### src/rtl/fetch_unit_pkg.sv
// fetch_unit_pkg: shared types and defaults for the instruction fetch stage
package fetch_unit_pkg;

    localparam logic [31:0] RESET_PC_DEF = 32'h0000_0000;
    localparam logic [31:0] NOP_INST_DEF = 32'h0000_0013;

    typedef enum logic [0:0] {
        FETCH = 1'b0,
        DRAIN = 1'b1
    } state_e;

    typedef struct packed {
        logic        valid;
        logic [31:0] inst;
        logic [31:0] pc;
        logic [31:0] pc4;
    } ifid_t;

endpackage

### src/rtl/fetch_skid_buf.sv
// fetch_skid_buf: one-entry (inst, pc) holding slot for responses IF/ID cannot take
module fetch_skid_buf (
    input  logic        clk,
    input  logic        rst,
    input  logic        clr,
    input  logic        push,
    input  logic        pop,
    input  logic [31:0] in_inst,
    input  logic [31:0] in_pc,
    output logic        full,
    output logic [31:0] inst,
    output logic [31:0] pc
);

    // clear beats push beats pop; a push in the same cycle as a pop refills the slot
    always_ff @(posedge clk) begin
        if (rst || clr) begin
            full <= 1'b0;
        end else if (push) begin
            full <= 1'b1;
            inst <= in_inst;
            pc   <= in_pc;
        end else if (pop) begin
            full <= 1'b0;
        end
    end

endmodule

### src/rtl/fetch_unit.sv
// fetch_unit: PC sequencing, imem handshake and IF/ID register; FETCH_PERF_CNT_EN adds stall/bubble counters
module fetch_unit
    import fetch_unit_pkg::*;
#(
    parameter logic [31:0] RESET_PC = RESET_PC_DEF,
    parameter logic [31:0] NOP_INST = NOP_INST_DEF
) (
    input  logic        clk,
    input  logic        rst,
`ifdef FETCH_PERF_CNT_EN
    output logic [31:0] stall_cnt,
    output logic [31:0] bubble_cnt,
`endif
    input  logic        if_we,
    input  logic        flush,
    input  logic [31:0] redirect_pc,
    output logic        imem_req,
    output logic [31:0] imem_addr,
    input  logic        imem_ack,
    input  logic [31:0] imem_rdata,
    output logic        id_valid,
    output logic [31:0] id_inst,
    output logic [31:0] id_pc,
    output logic [31:0] id_pc4
);

    state_e      state;
    logic [31:0] pc;
    logic [31:0] hold_addr;
    logic [31:0] target;
    logic        accept;
    logic        push;
    logic        pop;
    logic        skid_full;
    logic [31:0] skid_inst;
    logic [31:0] skid_pc;
    logic        bubble_load;
    ifid_t       id_q;
    ifid_t       id_d;
    ifid_t       bubble;

    assign target    = {redirect_pc[31:2], 2'b00};
    assign imem_req  = !rst && (state == DRAIN || !skid_full);
    assign imem_addr = (state == DRAIN) ? hold_addr : pc;
    assign accept    = state == FETCH && imem_req && imem_ack && !flush;
    assign push      = accept && (!if_we || skid_full);
    assign pop       = !flush && if_we && skid_full;

    fetch_skid_buf u_skid (
        .clk     (clk),
        .rst     (rst),
        .clr     (flush),
        .push    (push),
        .pop     (pop),
        .in_inst (imem_rdata),
        .in_pc   (pc),
        .full    (skid_full),
        .inst    (skid_inst),
        .pc      (skid_pc)
    );

    // pc advances on accepted responses; a flush with an unacked request parks the old address in DRAIN
    always_ff @(posedge clk) begin
        if (rst) begin
            state     <= FETCH;
            pc        <= RESET_PC;
            hold_addr <= '0;
        end else if (state == DRAIN) begin
            if (flush) pc <= target;
            if (imem_ack) state <= FETCH;
        end else if (flush) begin
            pc <= target;
            if (imem_req && !imem_ack) begin
                state     <= DRAIN;
                hold_addr <= pc;
            end
        end else if (accept) begin
            pc <= pc + 32'd4;
        end
    end

    // next IF/ID: flush bubble, stall hold, skid first, then fresh response, else bubble
    always_comb begin
        bubble      = '{valid: 1'b0, inst: NOP_INST, pc: id_q.pc, pc4: id_q.pc4};
        bubble_load = flush || (if_we && !skid_full && !accept);
        id_d = flush     ? bubble :
               !if_we    ? id_q :
               skid_full ? '{valid: 1'b1, inst: skid_inst, pc: skid_pc, pc4: skid_pc + 32'd4} :
               accept    ? '{valid: 1'b1, inst: imem_rdata, pc: pc, pc4: pc + 32'd4} :
                           bubble;
    end

    // IF/ID pipeline register
    always_ff @(posedge clk) begin
        if (rst) id_q <= '{valid: 1'b0, inst: NOP_INST, pc: 32'd0, pc4: 32'd4};
        else     id_q <= id_d;
    end

    assign id_valid = id_q.valid;
    assign id_inst  = id_q.inst;
    assign id_pc    = id_q.pc;
    assign id_pc4   = id_q.pc4;

`ifdef FETCH_PERF_CNT_EN
    // saturating counts of stall cycles and bubble loads
    always_ff @(posedge clk) begin
        if (rst) begin
            stall_cnt  <= '0;
            bubble_cnt <= '0;
        end else begin
            if (!if_we && !(&stall_cnt)) stall_cnt <= stall_cnt + 32'd1;
            if (bubble_load && !(&bubble_cnt)) bubble_cnt <= bubble_cnt + 32'd1;
        end
    end
`endif

endmodule

### config.mk
export PLATFORM = sky130hd
export DESIGN_NAME = fetch_unit
export DESIGN_NICKNAME = d
export VERILOG_FILES = /design/src/rtl/fetch_unit_pkg.sv /design/src/rtl/fetch_skid_buf.sv /design/src/rtl/fetch_unit.sv
export SDC_FILE = /design/constraint.sdc
export NUM_CORES = 1
export LEC_CHECK = 0
export CAP_MARGIN = 20
export CORE_MARGIN = 4
export CORE_UTILIZATION = 55
export DETAILED_ROUTE_END_ITERATION = 10
export GPL_TIMING_DRIVEN = 0
export PLACE_DENSITY = 0.83
export SYNTH_ARGS = -nofsm -noshare
export SYNTH_HDL_FRONTEND = slang
export SYNTH_HIERARCHICAL = 1
export SYNTH_SLANG_ARGS = --single-unit
### constraint.sdc
create_clock -name clk -period 7.85 [get_ports clk]
set_clock_uncertainty 0.1 [all_clocks]
set_input_delay 1.1775 -clock clk [delete_from_list [all_inputs] [get_ports clk]]
set_output_delay 1.1775 -clock clk [all_outputs]
set_load 0.02 [all_outputs]
Yosys cells after proc, flatten, opt, wreduce, memory -nomap -nowiden. Cells that the tools add are included.

Flip-flop bits (word level): 227. Latch bits: 0. Memory bits (writable): 0. ROM bits: 0. Input port bits: 69. Output and inout bits: 130. Logic and storage cells: 53. Memories: 0.

Add/sub/neg operators: 2. Multipliers: 0. Div/mod/pow operators: 0. $lt $le $gt $ge: 0. Equality and inequality tests: 1. Shifts and indexed selects: 0. Mux-type cells: 13. Bitwise gates (word level): 3. Reduce and logical (&&, ||, !) cells: 24.

Operators with widths (number): $mux 97 (2); $mux 32 (5); $add 32x3->32 const B (2); $logic_and 1x1->1 (8); $mux 1 (6); $reduce_and 3->1 (2); $reduce_bool 2->1 (3); $logic_not 1->1 (5); $reduce_and 2->1 (2); $logic_or 1x1->1 (3); $not 1->1 (3); $ne 2x2->1 const B (1); $reduce_or 2->1 (1).

Longest topological paths before layout.
Word-level depth: 9. Gate-level depth with buffers: 8. Gate-level depth less buffers: 6.

Modules after synthesis. Netlist, hierarchy kept.

By module, submodules not included: fetch_unit (times used 1, cells an instance 1081, area each 8493.1 sq um, sequential area each 3123.0 sq um); fetch_skid_buf (times used 1, cells an instance 69, area each 1973.1 sq um, sequential area each 1941.9 sq um).

Worst setup path before layout. Ideal clock, no wire load.

Kind: input port to flip-flop. Start point: input port rst. End point: register u_skid.inst[0], enable pin. Setup time: 429 ps. Arrival time: 3549 ps. Required time: 7321 ps. Setup slack: 3772 ps. Stages: 5. Buffers on the path: 1. Cell sequence: clkbuf_1 > nor3b_1 > nand2_1 > a21oi_1 > and2_1.

Longest elaborated chain between the ends: 7. Elaborated cells between the ends (all ways): 9. Classes of those cells: bitwise (1); reduce/logical (8).

RTL lines: start, declared (RTL line fetch_unit.sv:9) `input logic rst,`; $logic_not 1->1 (RTL line fetch_unit.sv:43) `assign imem_req = !rst && (state == DRAIN || !skid_full);`; $logic_and 1x1->1 (RTL line fetch_unit.sv:43); $logic_and 1x1->1 (3 in a row) (RTL line fetch_unit.sv:45) `assign accept = state == FETCH && imem_req && imem_ack && !flush;`; $logic_and 1x1->1 (RTL line fetch_unit.sv:46) `assign push = accept && (!if_we || skid_full);`; net push (RTL line fetch_unit.sv:32) `logic push;`; $reduce_and 2->1 (no source line); end signal, assigned (RTL line fetch_skid_buf.sv:21) `inst <= in_inst;`; end, declared (RTL line fetch_skid_buf.sv:11) `output logic [31:0] inst,`.

The timed path passes the listed nets, and every way through them passes these cells. A chain may end at the register's enable or synchronous reset.

Worst setup path in the final report.
Start point: input port rst. End point: output port imem_req.

Longest elaborated chain between the ends: 2.

RTL lines: $logic_not 1->1 (RTL line fetch_unit.sv:43); $logic_and 1x1->1 (RTL line fetch_unit.sv:43); end, declared (RTL line fetch_unit.sv:17) `output logic imem_req,`.

Every way passes these cells.

==> summary by stage <==
STA
The number of max-slew violations in the final report is 0. The actual slew at the worst max-slew pin is 1.049 ns. The maximum clock frequency is 0.2360 GHz.

Measured against its own limit, the worst slew margin works out to 29.47%. Setup repair after global routing left no endpoint under its margin. Setup violations remaining at the end of the flow were counted as 0. The final period utilization is 53.99%. The worst path needs 4.238 ns of the cycle, external delays included.

The number of hold violations in the final report came to 0. The worst path meets setup with 3.612 ns of slack. The total negative setup slack is 0 ns.

Route
The final wirelength is 35,190 um. The count of nets left with antenna violations once routing finished came out at 0. The post-detailed-route DRC marker count is 0. The total vias in the final route is 10.28k. The first-pass iteration count of the detailed router is 5. After the first detailed-routing iteration, the DRC count stood at 1,281. The routed wire length per instance is 21.68 um. Dividing the detail-routed via count by the number of cells gives 6.335.

Die
The initial cell density of the core is 55.95%. The floorplan step defined a die boundary enclosing 0.02130 mm2. 199 I/O pins were placed.

The die extent in x is 145.9 um. The total core area is 0.01871 mm2. The row count is 50. The die span in y is 145.9 um.

Logic synthesis
After synthesis, the largest family of logic cells by area is compound AO/OA/AOI/OAI gates. Counting flops with an async set or reset pin after synthesis yields a share of 0%. The most used flip-flop cell after synthesis is dfxtp_1. The count of mapped cells out of synthesis is 1,150. The simple-gate area share of the yosys netlist is 19.21%. Of the total synthesized cell area, the portion taken by XOR and XNOR cells is 2.762%. By area the synthesized netlist is led by dfxtp_1, edfxtp_1, nand2_1, nor2_1, a211oi_1. The multiplexer share of the synthesized area is 3.299%. Summing the areas of all fa, ha and maj instances in the mapped netlist gives 0.2391% of the synthesized area. Summing every instance area after synthesis gives 0.01047 mm2. The top cell type's share of synthesized area is 30.03%. The fraction of the mapped netlist area in compound gates is 20.87%. Yosys mapped a number of flops with a built-in enable equal to 64. After synthesis, flip-flops and latches occupy 48.39% of the total area.

The synthesized area divided by synthesized cell count is 9.101 um2. For this run, the number of Yosys warnings is 6. The cell type with the largest total area after synthesis is dfxtp_1. The number of synthesized register bits is 221. The unique cell type count in the Yosys netlist is 59.

Power
The leakage dissipation is 4.457 nW. The largest vdd supply drop is 164.3 uV. Dividing total power by cell area gives a power density of 202.5 mW/mm2.

The total power of the final layout is 2.742 mW.

Clock network
The insertion delay of the later-clocked pin in the worst-skew pair is 0.52 ns. The master cell of the clock root buffer is clkbuf_16. The number of setup buffers added after CTS is 0.

The number of hold buffers added after CTS was 0. The clock-pin transition on the worst setup and hold timing paths is 0.06 ns. The number of buffers inserted during clock tree synthesis is 23. The clock net in this run drives a total of 221 sinks. The depth of the CTS H-tree is 1.

Counting along the longest clock path gives a buffer depth of 3. The TritonCTS clock tree is done. In this run, post-CTS repair resized a total of 0 instances.

Finish
The total area of sequential cells is 0.005065 mm2. The area growth from synthesis to layout is 29.36%. Of the cells placed in the final design, the portion with a size suffix greater than 1 is 7.343%. The design area is 0.01354 mm2. The total area of multi-input combinational cells is 0.004872 mm2. The final layout net count is 1,444. The number of antenna repair diodes is 0. Counting the fill cells in the layout gives 1,429.

Placed design
The half-perimeter wire length after detailed placement is 25,980 um. The cell area after placement is 0.01271 mm2. During placement, the flow inserted port buffers numbering 194. Before CTS, the worst setup slack after placement is 3.455 ns. The congestion estimate from routability-driven global placement came to 0.9842.

GRT
The overall track demand over capacity in global routing is 31.51%. The pin count of the biggest net entering global routing is 65. Summed over all layers, the global routing overflow is 0.

The number of global-route vias before repair is 9,723. The first-pass GRT wire length is 54,250 um. The initial antenna violation count came to 0.

Worst hold path
The worst min-delay path category is reg -> reg.

Worst setup path
The element type at the critical path start is an input port. The worst endpoint required time is 6.57 ns. Of all nets on the critical path, the largest fanout is 10.

The slowest stage of the critical path belongs to the cell clkdlybuf4s50_1. The arrival time of the worst setup path is 2.96 ns. Traced cell by cell, the critical path runs through clkdlybuf4s50_1 -> clkbuf_1 -> a21oi_1 -> clkdlybuf4s50_1. The setup path with the least slack is of type in -> out.

The worst setup path is captured at an output port. The highest cell delay on the worst timing path is 0.68 ns. The cell that appears most often on the critical path is clkdlybuf4s50_1.

Run
The max-cap check violation count is 0.

Run status
The run finished with clean final reports.
[cell families (layout without fill, tap and decap cells)]
group           Yosys count  count (layout)
compound gates          316             316
xor+xnor                 33              33
fa+ha+maj                 2               2
buf+inv                 133             369
flops                   221             221
mux                      31              31
other cells               1               4
simple gates            413             413
[report_power, final]
part | switching [mW] | internal, mW | total [mW]
clock | 0.449 | 0.732 | 1.18
combinational | 0.195 | 0.136 | 0.331
sequential | 0.0240 | 1.21 | 1.23
[routing by layer]
| metal | wire [um] | GRT usage [%] | share of wire, % |
|---|---|---|---|
| met3 | 4061 | 5.855 | 12 |
| met2 | 16230 | 51.69 | 46 |
| met4 | 1148 | 9.687 | 3.3 |
| met1 | 13750 | 42.58 | 39 |
| met5 | 0 | 0 | 0 |
[worst max-delay path, delay by kind of cell]
| kind | cells | cell delay [ns] |
|---|---|---|
| buf+inv | 3 | 1.39 |
| compound gates | 1 | 0.39 |
[stage by stage]
| step | std cells | hold slack [ns] | util [%] |
|---|---|---|---|
| after floorplan | 1153 | 0.3029 | - |
| after global placement | 1581 | 0.3060 | 67.96 |
| after detailed placement | 1581 | 0.3093 | 67.97 |
| after CTS | 1622 | 0.3225 | 72.34 |
| after global routing | 1623 | 0.3299 | 72.38 |
| final | 1623 | 0.3229 | 72.38 |
[placed cells by master (no fill, tap or decap), drive strengths merged, types with 11 or more instances in the layout]
cell type	n
nand4	26
nand2	127
dfxtp	157
clkbuf	117
nor2	120
and4	15
mux2	28
xor2	15
a221oi	19
a211oi	60
o21ai	39
a311oi	14
edfxtp	64
a21oi	64
nand3	27
xnor2	18
nor3	36
buf	37
nor4	19
a22oi	54
clkdlybuf4s50	194
inv	11
[worst paths after layout]
check	from	endpoint	slack [ns]	cells after the start
setup / recovery	rst	imem_req	3.61	4
hold / removal	pc[9]$_SDFFE_PP0P_	u_skid/pc[9]$_DFFE_PP_	0.32	0
setup reg to reg	pc[3]$_SDFFE_PP0P_	id_pc4[22]$_SDFFE_PP0P_	4.55	7
hold reg to reg	pc[9]$_SDFFE_PP0P_	u_skid/pc[9]$_DFFE_PP_	0.32	0
[synthesized netlist by cell type (17+ instances only)]
master and number:
a221oi_1 19, clkbuf_1 85, dfxtp_1 157, xnor2_1 18
nand2_1 127, nor2_1 120, buf_2 22, nand3_1 27
nor3_1 36, nand4_1 24, nor4_1 17, o21ai_0 34
mux2_2 28, a22oi_1 54, edfxtp_1 64, a21oi_1 64
a211oi_1 59
[state kept, by name (all words and copies together), names as in the netlist]
name and count:
id_inst 32, id_pc 32, u_skid/inst 32, u_skid/pc 32, hold_addr 30, id_pc4 30, pc 30, id_valid 1
state 1, u_skid/full 1
[area by class of cell]
cell class | instances | share of cell area [%]
buffer | 122 | 3.706
clock buffer | 31 | 4.695
sequential | 221 | 37.41
tap | 234 | 2.162
timing repair buffer | 195 | 14.40
clock inverter | 10 | 1.340
multi-input combinational | 799 | 35.99
inverter | 11 | 0.3050
Power figures use the tool's default switching activity.
